===== src/rtl/fifo_pkg.sv =====
// Shared definitions for the FIFO-side word packers (read and write side).
package fifo_pkg;

  localparam int DATA_WIDTH = 8;
  localparam int LANES      = 4;
  localparam int LANE_CNT_W = $clog2(LANES) + 1;
  localparam int MAX_LANES  = 32;

  typedef logic [DATA_WIDTH-1:0] lane_t;

  // Mask with the low `count` bits set; callers slice it to their lane count.
  function automatic logic [MAX_LANES-1:0] keep_mask(input int unsigned count);
    if (count >= MAX_LANES) return '1;
    return (MAX_LANES'(1) << count) - MAX_LANES'(1);
  endfunction

endpackage


===== src/rtl/fifo_rd_word_packer_if.sv =====
// FIFO read port plus packed-word valid/ready output of the read-side packer.
interface fifo_rd_word_packer_if
  import fifo_pkg::*;
#(
  parameter int data_width = DATA_WIDTH,
  parameter int lanes      = LANES
);

  logic                        fifo_empty;
  logic                        fifo_rd_en;
  logic [data_width-1:0]       fifo_data;
  logic [data_width*lanes-1:0] m_data;
  logic [lanes-1:0]            m_keep;
  logic                        m_valid;
  logic                        m_ready;
  logic                        m_last;

  modport master (
    input  fifo_empty, fifo_data, m_ready,
    output fifo_rd_en, m_data, m_keep, m_valid, m_last
  );

  modport slave (
    output fifo_empty, fifo_data, m_ready,
    input  fifo_rd_en, m_data, m_keep, m_valid, m_last
  );

endinterface


===== src/rtl/fifo_idle_timer.sv =====
// Saturating idle counter that requests a flush after `timeout` idle cycles.
module fifo_idle_timer
  import fifo_pkg::*;
#(
  parameter int timeout = 16
) (
  input  logic rd_clk,
  input  logic rd_rst_n,
  input  logic en,
  input  logic clr,
  output logic flush_req
);

  localparam int CNT_W = (timeout > 0) ? $clog2(timeout + 1) : 1;
  localparam logic [CNT_W-1:0] TIMEOUT_C = CNT_W'(timeout);

  logic [CNT_W-1:0] cnt_q, cnt_d;

  // Kept apart from the counter update so clr (which depends on flush_req) forms no loop.
  assign flush_req = (timeout != 0) && en && (cnt_q == TIMEOUT_C);

  // NOTE: every always_comb output gets a default first so no latch is inferred.
  always_comb begin
    cnt_d = cnt_q;
    if (clr) begin
      cnt_d = '0;
    end else if (en && (cnt_q != TIMEOUT_C)) begin
      cnt_d = cnt_q + CNT_W'(1);
    end
  end

  // NOTE: sequential state uses non-blocking assignments; combinational logic uses blocking.
  always_ff @(posedge rd_clk or negedge rd_rst_n) begin
    if (!rd_rst_n) begin
      cnt_q <= '0;
    end else begin
      cnt_q <= cnt_d;
    end
  end

endmodule


===== src/rtl/fifo_rd_word_packer.sv =====
// Pops narrow FIFO entries and packs `lanes` of them, LSB lane first, into one
// wide valid/ready word; an idle timeout flushes a partial word with m_last=1.
module fifo_rd_word_packer
  import fifo_pkg::*;
#(
  parameter int data_width = DATA_WIDTH,
  parameter int lanes      = LANES,
  parameter int timeout    = 16
) (
  input  logic                  rd_clk,
  input  logic                  rd_rst_n,
  fifo_rd_word_packer_if.master bus
);

  localparam int CNT_W = $clog2(lanes) + 1;
  localparam logic [CNT_W-1:0] LANES_C = CNT_W'(lanes);

  typedef logic [lanes-1:0][data_width-1:0] word_t;

  logic [CNT_W-1:0]     lane_cnt_q, lane_cnt_d, cnt_next;
  logic                 pend_q, pend_d;
  word_t                lane_q, lane_d, word_c, m_data_q, m_data_d;
  logic [lanes-1:0]     keep_c, m_keep_q, m_keep_d;
  logic [MAX_LANES-1:0] keep_full;
  logic                 m_valid_q, m_valid_d, m_last_q, m_last_d;
  logic                 full, out_free, load, rd_en;
  logic                 flush_req, timer_en, timer_clr;

  // Idle time only counts for a partial word with nothing in flight.
  assign timer_en = (lane_cnt_q != '0) && (lane_cnt_q < LANES_C) && !pend_q;

  fifo_idle_timer #(.timeout(timeout)) u_idle_timer (
    .rd_clk    (rd_clk),
    .rd_rst_n  (rd_rst_n),
    .en        (timer_en),
    .clr       (timer_clr),
    .flush_req (flush_req)
  );

  always_comb begin
    cnt_next  = lane_cnt_q + CNT_W'(pend_q);
    full      = (cnt_next == LANES_C);
    out_free  = !m_valid_q || bus.m_ready;
    load      = (full || flush_req) && out_free;
    timer_clr = pend_q || load;
    // A word leaving this cycle frees all its lane slots, so the next pop can overlap.
    rd_en     = !bus.fifo_empty && !flush_req && (load || (cnt_next < LANES_C));

    lane_d = lane_q;
    if (pend_q) lane_d[lane_cnt_q[CNT_W-2:0]] = bus.fifo_data;

    keep_full = keep_mask(32'(cnt_next));
    keep_c    = keep_full[lanes-1:0];
    for (int k = 0; k < lanes; k++) begin
      word_c[k] = keep_c[k] ? lane_d[k] : '0;
    end

    m_data_d   = m_data_q;
    m_keep_d   = m_keep_q;
    m_last_d   = m_last_q;
    m_valid_d  = m_valid_q && !bus.m_ready;
    lane_cnt_d = cnt_next;
    pend_d     = rd_en;
    if (load) begin
      m_data_d   = word_c;
      m_keep_d   = keep_c;
      m_last_d   = flush_req;
      m_valid_d  = 1'b1;
      lane_cnt_d = '0;
    end
  end

  always_ff @(posedge rd_clk or negedge rd_rst_n) begin
    if (!rd_rst_n) begin
      lane_cnt_q <= '0;
      pend_q     <= 1'b0;
      m_data_q   <= '0;
      m_keep_q   <= '0;
      m_last_q   <= 1'b0;
      m_valid_q  <= 1'b0;
    end else begin
      lane_cnt_q <= lane_cnt_d;
      pend_q     <= pend_d;
      m_data_q   <= m_data_d;
      m_keep_q   <= m_keep_d;
      m_last_q   <= m_last_d;
      m_valid_q  <= m_valid_d;
    end
  end

  // NOTE: lane storage is deliberately not reset; stale lanes are masked by keep on load.
  always_ff @(posedge rd_clk) begin
    lane_q <= lane_d;
  end

  assign bus.fifo_rd_en = rd_en;
  assign bus.m_data     = m_data_q;
  assign bus.m_keep     = m_keep_q;
  assign bus.m_valid    = m_valid_q;
  assign bus.m_last     = m_last_q;

endmodule

===== src/flat_wrapper.sv =====
// flat-port wrapper written by rule: the top's interface ports become plain ports
module fifo_rd_word_packer_flat import fifo_pkg::*;
#(
  parameter int data_width = DATA_WIDTH,
  parameter int lanes      = LANES,
  parameter int timeout    = 16
)
  (rd_clk, rd_rst_n, bus_fifo_empty, bus_fifo_data, bus_m_ready, bus_fifo_rd_en, bus_m_data, bus_m_keep, bus_m_valid, bus_m_last);
  fifo_rd_word_packer_if #(.data_width(data_width), .lanes(lanes)) bus_i ();
  input  logic rd_clk;
  input  logic rd_rst_n;
  input wire logic [$bits(bus_i.fifo_empty)-1:0] bus_fifo_empty;
  input wire logic [$bits(bus_i.fifo_data)-1:0] bus_fifo_data;
  input wire logic [$bits(bus_i.m_ready)-1:0] bus_m_ready;
  output wire logic [$bits(bus_i.fifo_rd_en)-1:0] bus_fifo_rd_en;
  output wire logic [$bits(bus_i.m_data)-1:0] bus_m_data;
  output wire logic [$bits(bus_i.m_keep)-1:0] bus_m_keep;
  output wire logic [$bits(bus_i.m_valid)-1:0] bus_m_valid;
  output wire logic [$bits(bus_i.m_last)-1:0] bus_m_last;
  assign bus_i.fifo_empty = bus_fifo_empty;
  assign bus_i.fifo_data = bus_fifo_data;
  assign bus_i.m_ready = bus_m_ready;
  assign bus_fifo_rd_en = bus_i.fifo_rd_en;
  assign bus_m_data = bus_i.m_data;
  assign bus_m_keep = bus_i.m_keep;
  assign bus_m_valid = bus_i.m_valid;
  assign bus_m_last = bus_i.m_last;
  fifo_rd_word_packer #(.data_width(data_width), .lanes(lanes), .timeout(timeout)) u_core (.rd_clk(rd_clk), .rd_rst_n(rd_rst_n), .bus(bus_i));
endmodule

===== config.mk =====
export PLATFORM = sky130hd
export DESIGN_NAME = fifo_rd_word_packer_flat
export DESIGN_NICKNAME = d
export VERILOG_FILES = /design/src/rtl/fifo_pkg.sv /design/src/rtl/fifo_rd_word_packer_if.sv /design/src/rtl/fifo_idle_timer.sv /design/src/rtl/fifo_rd_word_packer.sv /design/src/flat_wrapper.sv
export SDC_FILE = /design/constraint.sdc
export NUM_CORES = 1
export LEC_CHECK = 0
export BUFFER_PORTS_ARGS = -buffer_cell sky130_fd_sc_hd__buf_2
export CAP_MARGIN = 20
export CORE_MARGIN = 10
export CORE_UTILIZATION = 60
export CTS_BUF_LIST = sky130_fd_sc_hd__clkbuf_4 sky130_fd_sc_hd__clkbuf_8 sky130_fd_sc_hd__clkbuf_16
export DETAILED_ROUTE_END_ITERATION = 6
export GPL_TIMING_DRIVEN = 0
export PLACE_DENSITY = 0.83
export SYNTH_ARGS = -nofsm -noshare
export SYNTH_HDL_FRONTEND = slang
export SYNTH_HIERARCHICAL = 1
export SYNTH_SLANG_ARGS = --single-unit
export TNS_END_PERCENT = 1

===== constraint.sdc =====
create_clock -name rd_clk -period 4.5 [get_ports rd_clk]
set_input_delay 0.45 -clock rd_clk [delete_from_list [all_inputs] [get_ports rd_clk]]
set_output_delay 0.45 -clock rd_clk [all_outputs]
set_load 0.03 [all_outputs]

==> After elaboration in Yosys (flattened, before gate mapping) <==
Cells that the tools add are included.
{ "totals": {"mem_bits_rw": 0, "romBits": 0, "mem_count": 0, "latch_bits": 0, "word_cells": 57, "register_bits": 79} }
{ "classes": {"n_mux": 12, "reduce_logical": 20, "n_addsub": 3, "shifts": 1, "n_div": 0, "magnitude_cmp": 4, "multipliers": 0, "bitwise_logic": 0, "n_eq_ne": 3} }
{ "ops": {"columns": ["operator", "count"], "rows": [
  ["$mux 8", 5],
  ["$bwmux 32", 1],
  ["$mux 32", 1],
  ["$demux 8 s2", 1],
  ["$mux 5", 2],
  ["$logic_and 1x1->1", 9],
  ["$lt 3x3->1 const B", 2],
  ["$add 5x1->5 const B", 1],
  ["$eq 5x5->1 const B", 1],
  ["$logic_not 1->1", 5],
  ["$ne 5x5->1 const B", 1],
  ["$logic_or 1x1->1", 4],
  ["$shl 1x3->4 const A", 1],
  ["$sub 4x2->4 const B", 1],
  ["$add 3x1->3", 1],
  ["$eq 3x3->1 const B", 1],
  ["$lt 2x3->1 const B", 1],
  ["$mux 3", 1],
  ["$reduce_bool 3->1", 1],
  ["$ge 2x1->1 const B", 1],
  ["$reduce_bool 2->1", 1],
  ["$mux 1", 1]
]} }

==> Logic depth before layout (Yosys ltp) <==
Gate-level depths: netlist of run 1.
{ "depth": {"word_depth": 8, "ltp_mapped": 10} }

==> Hierarchy <==
The synthesis of run 1 kept the hierarchy.
{ "by_module_without_submodules": {"columns": ["module", "area_per_inst_um2", "cells_per_inst", "instances"], "rows": [
  ["fifo_rd_word_packer", 2881.5, 251, 1],
  ["fifo_idle_timer", 296.5, 28, 1]
]} }

==> Worst setup path after synthesis of run 1 <==
Ideal clock, no wire load.
{ "synth_path": {"path_kind": "register to output", "from": "register u_core.lane_cnt_q[0]", "to": "output port bus_fifo_rd_en", "n_path_buf": 0, "stages_incl_launch_ff": 6, "path_slack_ns": 1.874, "required_ns": 4.050, "t_arrival_ns": 2.176, "path_cell_list": "dfrtp_1 ha_1 ha_1 nor2_1 nand3_2 a211oi_1"} }
{ "synth_between": {"elab_chain_cells": 8, "elab_cells_between_ends": 14, "classes_between": "add/sub (1); order compare (2); eq/ne (1); reduce/logical (10)"} }
{ "synth_rtl": {"columns": ["item", "line_no", "source"], "rows": [
  ["start, declared", "fifo_rd_word_packer.sv:20", "logic [CNT_W-1:0] lane_cnt_q, lane_cnt_d, cnt_next;"],
  ["start signal, assigned", "fifo_rd_word_packer.sv:82", "lane_cnt_q <= lane_cnt_d;"],
  ["branches (longest 7 deep; another with $add 3x1->3)", null, null],
  ["$logic_and 1x1->1 (*)", "fifo_rd_word_packer.sv:47", "rd_en = !bus.fifo_empty && !flush_req && (load || (cnt_next < LANES_C));"],
  ["end, declared", "flat_wrapper.sv:15", "output wire logic [$bits(bus_i.fifo_rd_en)-1:0] bus_fifo_rd_en;"]
]} }
Mark *: on every way between the ends.

==> Worst setup path in the final report of run 1 <==
Ends and elaborated chain as after synthesis.

==> impl_metrics.json, run 1 <==
{
  "area_growth_pct": 18.5,
  "htreeDepth": 3,
  "vias": 2275,
  "slew_viol_final": 0,
  "place_congestion": 0.801,
  "synthCells": 279,
  "synth-seq-cells": 79,
  "firstDrtPassIters": 4,
  "grt_max_degree": 48,
  "ir_drop_uv": 495,
  "ctsHoldBuffers": 0,
  "numCtsBuffers": 9,
  "rrSetupSlack_ps": 1660,
  "synth_compound_area_share_pct": 7.36,
  "synth_edf_count": 0,
  "async_flop_share_pct": 59.5,
  "regToRegEndpoint": "u_core/bus.m_keep[2]",
  "die_h_um": 92.8,
  "r2r-start": "u_core/lane_cnt_q[0]",
  "path_max_fanout": 10,
  "grt_pass1_wl_um": 11700,
  "cp-endpoint": "bus_fifo_rd_en",
  "synth_cell_types": 30,
  "required_ps": 4050,
  "hold_violations": 0,
  "fp-row-count": 26,
  "cp-startpoint": "u_core/lane_cnt_q[0]",
  "yosysSeqAreaShare_pct": 57.2,
  "vias_per_cell": 5.47,
  "root_buffer": "clkbuf_8",
  "wirelength_um": 7390,
  "status": "finished, final reports clean",
  "finalClockSkew_ps": 10.6,
  "synth_nets": 296,
  "syn_avg_cell_area_sq_um": 11.4,
  "first_global_vias": 2337,
  "setup_viol": 0,
  "synth-main-ff-cell": "dfrtp_1",
  "drv_cap": 0,
  "wl_per_cell_um": 17.8,
  "crit_type": "flop to output pin",
  "setup_tns_ps": 0,
  "rsz0062_at_grt": "false",
  "synthSimpleGateAreaFrac_pct": 15.5,
  "cts_resized": 0,
  "fin_util_pct": 73.7,
  "fillers": 362,
  "die-area_sq_um": 8610,
  "finalNetCount": 358,
  "synth-xor-area-share_pct": 1.61,
  "diodes": 0,
  "drtAntennaViolNets": 0,
  "drc": 0,
  "layout-drive-gt1-share_pct": 31.5,
  "mostFrequentLayoutCells": "53 x buf_2, 47 x dfrtp_1, 34 x nand3_1",
  "hold_class": "primary input to async pin",
  "critPathLaunchType": "flop",
  "io_pins": 51,
  "grt-ovfl-total": 0,
  "max_freq_mhz": 343,
  "io_buffer_count": 50,
  "synth_top_family_by_area": "simple AND/OR/NAND/NOR gates",
  "final-seq-area_sq_um": 1820,
  "drt_iter0_drc": 160,
  "multi_input_area_sq_um": 1250,
  "p_leak_nw": 1.84,
  "tightest_slew_ps": 623,
  "place_hpwl_um": 5130,
  "cts_tree": "built",
  "path_clk_slew_ps": 80,
  "clockBufferDepth": 2,
  "die_w_um": 92.8,
  "final_common_cell": "buf_2",
  "synth_top_cell_area_share_pct": 37.0,
  "end_kind": "output pin",
  "netlist_area_sq_um": 3180,
  "finalCritPeriodShare_pct": 64.8,
  "p_per_area_nw_per_um2": 877,
  "grt_usage_pct": 17.2,
  "synthMuxAreaShare_pct": 12.8,
  "core_area_sq_um": 5110,
  "synth_area_leaders": "dfrtp_1 37%, dfxtp_1 20%, mux2_2 9.2%",
  "finalPower_mw": 3.30,
  "post_cts_buffers": 0,
  "initial_utilization_pct": 62.2,
  "period_needed_ps": 2910,
  "antenna_found_initial": 0,
  "clock_sinks": 79,
  "synthAdderAreaFrac_pct": 1.97,
  "slew_headroom_pct": 58.1,
  "cp_data_arrival_time_ps": 2460,
  "ys.warnings.count": 6,
  "clk_latency_ps": 340,
  "r2r_cells": 7,
  "yosys.area.top_type": "dfrtp_1"
}
## layer usage
layer	part of all wire, %	wire [um]	global-route usage, %
met1	43	3210	20.1
met2	50	3680	29.1
met3	5.9	439	4.92
met4	0.83	61	6.56
met5	0	0	0
## per-stage QoR
step / instances / hold WS [ps] / worst slack, ps / instance area [sq um]
floorplan: 279 / 154 / 1870 / 3180
global placement: 399 / 441 / 1830 / 3520
finish: 416 / 106 / 1590 / 3770
CTS: 415 / 265 / 1580 / 3740
detailed placement: 399 / 449 / 1690 / 3520
global route: 416 / 129 / 1430 / 3770
## where the power goes
| part | switching (mW) | internal (mW) | leakage (nW) | total (mW) |
|---|---|---|---|---|
| logic | 0.991 | 0.574 | 0.846 | 1.56 |
| registers | 0.144 | 1.01 | 0.878 | 1.16 |
| clock network | 0.240 | 0.339 | 0.117 | 0.579 |
| total | 1.37 | 1.93 | 1.84 | 3.30 |
## how the worst min path moves through the flow
stage                      startpoint                    end
finish                       rd_rst_n  u_core/bus.m_data[26]
global route                 rd_rst_n  u_core/bus.m_data[30]
CTS                    bus_fifo_empty          u_core/pend_q
detailed placement  u_core/lane_q[17]      u_core/lane_q[17]
global placement    u_core/lane_q[23]      u_core/lane_q[23]
floorplan                    rd_rst_n   u_core/bus.m_data[0]
## cells by family (layout without fill, tap and decap cells)
group | Yosys count | in the layout
AND/OR/NAND/NOR | 92 | 92
flip-flops | 79 | 79
multiplexers | 37 | 37
AO/OA/AOI/OAI | 36 | 36
buffers and inverters | 25 | 92
adder cells (fa/ha/maj) | 5 | 5
XOR/XNOR | 5 | 5
## synth_stat cells, types with 2 or more instances
library cell  count
buf_2             3
clkbuf_1          8
nand3b_1          5
nor2_1            8
mux2_2           26
buf_6             2
nand3_1          34
and2_1            4
nand2_1          22
xor2_1            3
o21ai_1          25
ha_1              5
nand2b_1         12
o31ai_2           5
nand4_1           2
a211oi_1          2
dfxtp_1          32
inv_1            12
mux2i_1          10
dfrtp_1          47
o31ai_1           3
## critical path: stages (launching register included)
cell      delay, ps
dfrtp_1         460
ha_1            240
ha_1            320
nor2_1          230
nand3_2         250
a211oi_1        370
buf_2           260
## cell type report
class	count	share of cell area, %
Buffer	13	1.79
Clock inverter	4	1.86
Tap cell	70	2.33
Timing Repair Buffer	51	7.38
Sequential cell	79	48.2
Clock buffer	12	4.05
Multi-Input combinational cell	175	33.2
Inverter	12	1.20
## registers in the layout, summed over array words and instances, names as in the netlist
signal,flops
u_core/bus.m_data,32
u_core/bus.m_last,1
u_core/bus.m_valid,1
u_core/lane_q,32
u_core/lane_cnt_q,3
u_core/pend_q,1
u_core/bus.m_keep,4
u_core/u_idle_timer/cnt_q,5
Power figures use the tool's default switching activity.
==> run 2, diff against run 1 <==
Settings changed: CORE_UTILIZATION 60 to 50, PLACE_DENSITY 0.83 to 0.74.
Clock period 4.5 ns to 2.35 ns, I/O delays scaled along.
==> run 2 against run 1 <==
Register-to-register slack lost 1600 ps; clock power up 74%; largest cell class unchanged; power is 93% higher.
==> impl_metrics.json, run 2 (synthesized netlist as in run 1, its figures left out) <==
{
  "rrSetupSlack_ps": 100,
  "grt_max_degree": 48,
  "critical_path_buf_inv_count": 2,
  "r2r_cells": 7,
  "place_hpwl_um": 4960,
  "post-route-cell-area_sq_um": 3850,
  "crit_type": "flop to output pin",
  "path_clk_slew_ps": 70,
  "grt_pass1_wl_um": 11700,
  "finalClockSkew_ps": 5.24,
  "numCtsBuffers": 9,
  "vias": 2254,
  "finalNetCount": 359,
  "clock_sinks": 79,
  "cts_tree": "built",
  "core_area_sq_um": 6060,
  "status": "finished, final reports clean",
  "required_ps": 2120,
  "die_h_um": 99.7,
  "antenna_found_initial": 0,
  "htreeDepth": 3,
  "firstDrtPassIters": 4,
  "slew_viol_final": 0,
  "cp_data_arrival_time_ps": 2070,
  "hold_violations": 0,
  "hold_path_startpoint": "bus_fifo_empty",
  "regToRegEndpoint": "u_core/bus.m_keep[2]",
  "die_w_um": 99.7,
  "finalCritPeriodShare_pct": 98.3,
  "slew_headroom_pct": 59.8,
  "layout-drive-gt1-share_pct": 35.7,
  "clk_latency_ps": 340,
  "io_buffer_count": 50,
  "worstPathCellList": "ha_1, ha_4, xor2_2, clkbuf_4, a211oi_2, buf_4",
  "path_max_fanout": 10,
  "wl_per_cell_um": 16.6,
  "finalPower_mw": 6.38,
  "fp-row-count": 28,
  "ir_drop_uv": 993,
  "whs_endpoint": "u_core/pend_q",
  "mostFrequentLayoutCells": "52 x buf_2, 45 x dfrtp_1, 34 x nand3_1",
  "min_path_cells": 2,
  "io_pins": 51,
  "cpMaxStageDelayCell": "dfrtp_2",
  "tightest_slew_ps": 602,
  "drtAntennaViolNets": 0,
  "die-area_sq_um": 9950,
  "setup_viol": 0,
  "area_growth_pct": 21.2,
  "root_buffer": "clkbuf_8",
  "wirelength_um": 7010,
  "end_kind": "output pin",
  "hold_class": "primary input to flop",
  "final_common_cell": "buf_2",
  "drv_cap": 0,
  "p_per_area_nw_per_um2": 1660,
  "critPathTopFamily": "flip-flops",
  "period_needed_ps": 2310,
  "setup_tns_ps": 0,
  "vias_per_cell": 5.34,
  "critPathLaunchType": "flop",
  "place_congestion": 0.753,
  "p_leak_nw": 1.86,
  "clockBufferDepth": 2,
  "first_global_vias": 2283,
  "fillers": 513,
  "dpl_cell_area_sq_um": 3530,
  "diodes": 0,
  "fin_util_pct": 63.5,
  "critPathMaxStageDelay_ps": 450,
  "grt_usage_pct": 14.6,
  "max_freq_mhz": 433,
  "initial_utilization_pct": 52.4,
  "drt_iter0_drc": 98,
  "drc": 0,
  "r2r-start": "u_core/lane_cnt_q[0]",
  "rsz0062_at_grt": "true",
  "grt-ovfl-total": 0
}
run 2: layout make-up:
cell class / instances / area [sq um] / area share [%]
clock buffers: 13 / 160 / 4.16
flip-flops and latches: 79 / 1820 / 47.2
repair buffers: 52 / 290 / 7.54
inverters: 12 / 45.0 / 1.17
clock inverters: 3 / 43.8 / 1.14
plain buffers: 13 / 76.3 / 1.98
well taps: 75 / 93.8 / 2.44
multi-input cells: 175 / 1320 / 34.3
run 2: metal layers:
layer	global-route usage [%]	vias to the layer above	routed length (um)
li1	-	1091	-
met1	18.4	1102	3170
met2	23.2	57	3440
met3	4.71	4	373
met4	4.30	0	25
met5	0	-	0
run 2: timing repair:
item | in CTS | in global routing
endpoints found under the hold margin | 0 | 22
resized for setup | 12 | 12
buffers inserted | 0 | 0
pin swaps | 4 | 1
hold buffers | 0 | 1
setup endpoints to repair | 22 | 37
run 2: metrics by stage:
stage | cells | hold slack (ps) | setup slack [ps]
6_report | 422 | 59.2 | 40.5
4_1_cts | 420 | 48.5 | 16.2
2_1_floorplan | 279 | -60.6 | 109
5_1_grt | 422 | 47.0 | -69.7
3_3_place_gp | 404 | 402 | -299
3_5_place_dp | 404 | 409 | -369
run 2: power breakdown:
group	internal, mW	total (mW)	switching (mW)
registers	1.94	2.20	0.259
clock network	0.557	1.01	0.458
logic	1.21	3.17	1.96
run 2: worst max path at each step:
stage	from	to	slack, ps	cells past startpoint
floorplan	u_core/lane_cnt_q[0]	u_core/bus.m_keep[2]	110	7
finish	u_core/lane_cnt_q[0]	bus_fifo_rd_en	40	6
global placement	u_core/lane_cnt_q[0]	u_core/bus.m_keep[2]	-300	7
global route	u_core/lane_cnt_q[0]	bus_fifo_rd_en	-70	6
CTS	u_core/lane_cnt_q[0]	bus_fifo_rd_en	20	6
detailed placement	u_core/lane_cnt_q[0]	u_core/bus.m_keep[2]	-370	7
run 2: worst register-to-register path, delay by kind of cell (launching register included):
family                   cells  cell delay (ps)
AND/OR/NAND/NOR              1              160
flip-flops                   1              450
XOR/XNOR                     2              670
multiplexers                 1              130
adder cells (fa/ha/maj)      3              710
==> run 3, diff against run 2 <==
Settings changed: SKIP_CTS_REPAIR_TIMING from default to 1, SYNTH_HIERARCHICAL 1 to default.
==> run 3 against run 2 <==
Clock-buffer cell count is 1 lower; global-route usage is 0.69 points higher; via count is 4.5% higher; cell area is 4.7% higher; sequential share of layout area is 2.1 points lower; power is 60% lower; non-clock buffer count is 12 higher; setup slack better by 27 ps; largest cell class unchanged.
==> impl_metrics.json, run 3 <==
{
  "clock_sinks": 79,
  "synth-seq-cells": 79,
  "grt_pass1_wl_um": 12400,
  "finalCritPeriodShare_pct": 97.1,
  "area_growth_pct": 24.3,
  "finalClockSkew_ps": 11.0,
  "wl_per_cell_um": 17.7,
  "hold_class": "primary input to flop",
  "ir_drop_uv": 373,
  "final-seq-area_sq_um": 1820,
  "fillers": 527,
  "numCtsBuffers": 9,
  "die_h_um": 101,
  "r2r_cells": 9,
  "io_pins": 51,
  "place_inst": 410,
  "finalNetCount": 371,
  "mostFrequentLayoutCells": "50 x buf_2, 45 x dfrtp_1, 37 x inv_1",
  "first_global_vias": 2509,
  "initial_utilization_pct": 51.4,
  "hold_violations": 0,
  "clock_power_share_pct": 41.5,
  "tightest_slew_ps": 685,
  "seq_power_share_pct": 54.8,
  "layout-drive-gt1-share_pct": 39.8,
  "htreeDepth": 3,
  "wirelength_um": 7720,
  "synth_commonest_cells": "47 x dfrtp_1, 37 x inv_1, 32 x dfxtp_1, 32 x mux2_2, 32 x o21ai_1",
  "min_path_cells": 3,
  "synth_area_leaders": "dfrtp_1 36%, dfxtp_1 20%, mux2_2 11%",
  "drt_iter0_drc": 93,
  "synth_edf_count": 0,
  "vias_per_cell": 5.40,
  "cts_tree": "built",
  "yosys.area.top_type": "dfrtp_1",
  "required_ps": 2120,
  "p_sw_mw": 0.555,
  "grt_usage_pct": 15.3,
  "synth_most_common_cell": "dfrtp_1",
  "drc": 0,
  "multi_input_area_sq_um": 1310,
  "io_buffer_count": 50,
  "die-area_sq_um": 10100,
  "status": "finished, final reports clean",
  "ys.warnings.count": 0,
  "path_max_fanout": 3,
  "drv_cap": 0,
  "syn_avg_cell_area_sq_um": 11.5,
  "synthCells": 283,
  "slew_headroom_pct": 54.2,
  "holdWs_ps": 163,
  "crit_type": "flop to output pin",
  "drtAntennaViolNets": 0,
  "synth_nets": 300,
  "core_area_sq_um": 6310,
  "firstDrtPassIters": 4,
  "antenna_found_initial": 0,
  "cp_data_arrival_time_ps": 2050,
  "end_kind": "output pin",
  "vias": 2356,
  "final_common_cell": "buf_2",
  "synth-main-ff-cell": "dfrtp_1",
  "place_hpwl_um": 5240,
  "synth_cell_types": 40,
  "netlist_area_sq_um": 3240,
  "max_freq_mhz": 438,
  "place_congestion": 0.788,
  "instances_no_fill": 436,
  "p_int_mw": 1.99,
  "grt-ovfl-total": 0,
  "root_buffer": "clkbuf_8",
  "die_w_um": 101,
  "critPathLaunchType": "flop",
  "p_per_area_nw_per_um2": 631,
  "fp-row-count": 29,
  "combPwrFrac_pct": 3.7,
  "period_needed_ps": 2280,
  "setup_viol": 0,
  "grt_max_degree": 48,
  "p_leak_nw": 1.83,
  "synth_top_cell_area_share_pct": 36.3,
  "clockBufferDepth": 2,
  "power_switching_share_pct": 21.8,
  "slew_viol_final": 0,
  "diodes": 0,
  "yosysSeqAreaShare_pct": 56.0,
  "path_clk_slew_ps": 80,
  "clk_latency_ps": 350,
  "async_flop_share_pct": 59.5
}
-- run 3: cell count changes after synthesis, sizes merged, moves of 10 or more --
cell	change
nand2b	-10
nand2	-20
nand4	+17
inv	+25
nand3	-32
-- run 3: metal layers --
metal | wire length (um) | vias to the layer above | GRT usage [%]
met5 | 0 | - | 0
li1 | - | 1135 | -
met3 | 387 | 12 | 3.22
met1 | 3410 | 1149 | 18.8
met2 | 3750 | 60 | 24.5
met4 | 169 | 0 | 7.83
-- run 3: critical path, stage by stage (launching register included) --
cell and delay [ps]:
dfrtp_2 420, ha_2 190, ha_4 190, xor2_2 180, a32o_2 160, buf_6 100
nand2_4 50, a211oi_2 230, buf_4 200
-- run 3: path summary, 6_finish.rpt --
check / startpoint / endpoint / slack, ps
min reg2reg: u_core.lane_q[12] / u_core.lane_q[12] / 480
min in group asynchronous: rd_rst_n / u_core.bus.m_data[12] / 300
max reg2reg: u_core.lane_cnt_q[0] / u_core.bus.m_data[23] / 90
max in group asynchronous: rd_rst_n / u_core.lane_cnt_q[0] / 1530
min: bus_fifo_empty / u_core.pend_q / 160
max: u_core.lane_cnt_q[0] / bus_fifo_rd_en / 70
-- run 3: power groups by stage --
stage | logic (mW) | registers [mW] | clock network [mW]
6_report | 0.0948 | 1.39 | 1.05
4_1_cts | 0.0804 | 1.39 | 1.07
3_3_place_gp | 0.0753 | 1.42 | 0
3_5_place_dp | 0.0802 | 1.42 | 0
2_1_floorplan | 0.0391 | 1.42 | 0
5_1_grt | 0.105 | 1.40 | 1.12
-- run 3: through the flow --
stage               worst slack (ps)  power (mW)  area, sq um  utilization (%)  TNS (ps)
floorplan                      -74.7        1.46         3260                -      -653
finish                          67.3        2.54         4030             63.9         0
detailed placement              -749        1.50         3600             57.1     -7330
global route                   -24.5        2.62         4030             63.9     -37.5
global placement                -614        1.49         3600             57.1     -5510
CTS                             -758        2.54         3810             60.4     -8160
-- run 3: cell type report --
cell class / instances / area share [%]
buffer: 16 / 2.51
clock buffer: 12 / 3.94
clock inverter: 4 / 1.33
inverter: 37 / 3.44
multi-input combinational: 150 / 32.5
sequential: 79 / 45.1
tap: 77 / 2.39
timing repair buffer: 61 / 8.78
-- run 3: cells by family (layout without fill, tap and decap cells) --
family,count (synthesis),in the layout,share of synthesized area (%)
compound gates,48,48,8.99
flops,79,79,56.0
buf+inv,54,130,7.25
xor+xnor,6,6,1.62
fa+ha+maj,5,5,1.93
mux,35,35,12.2
simple gates,56,56,12.0
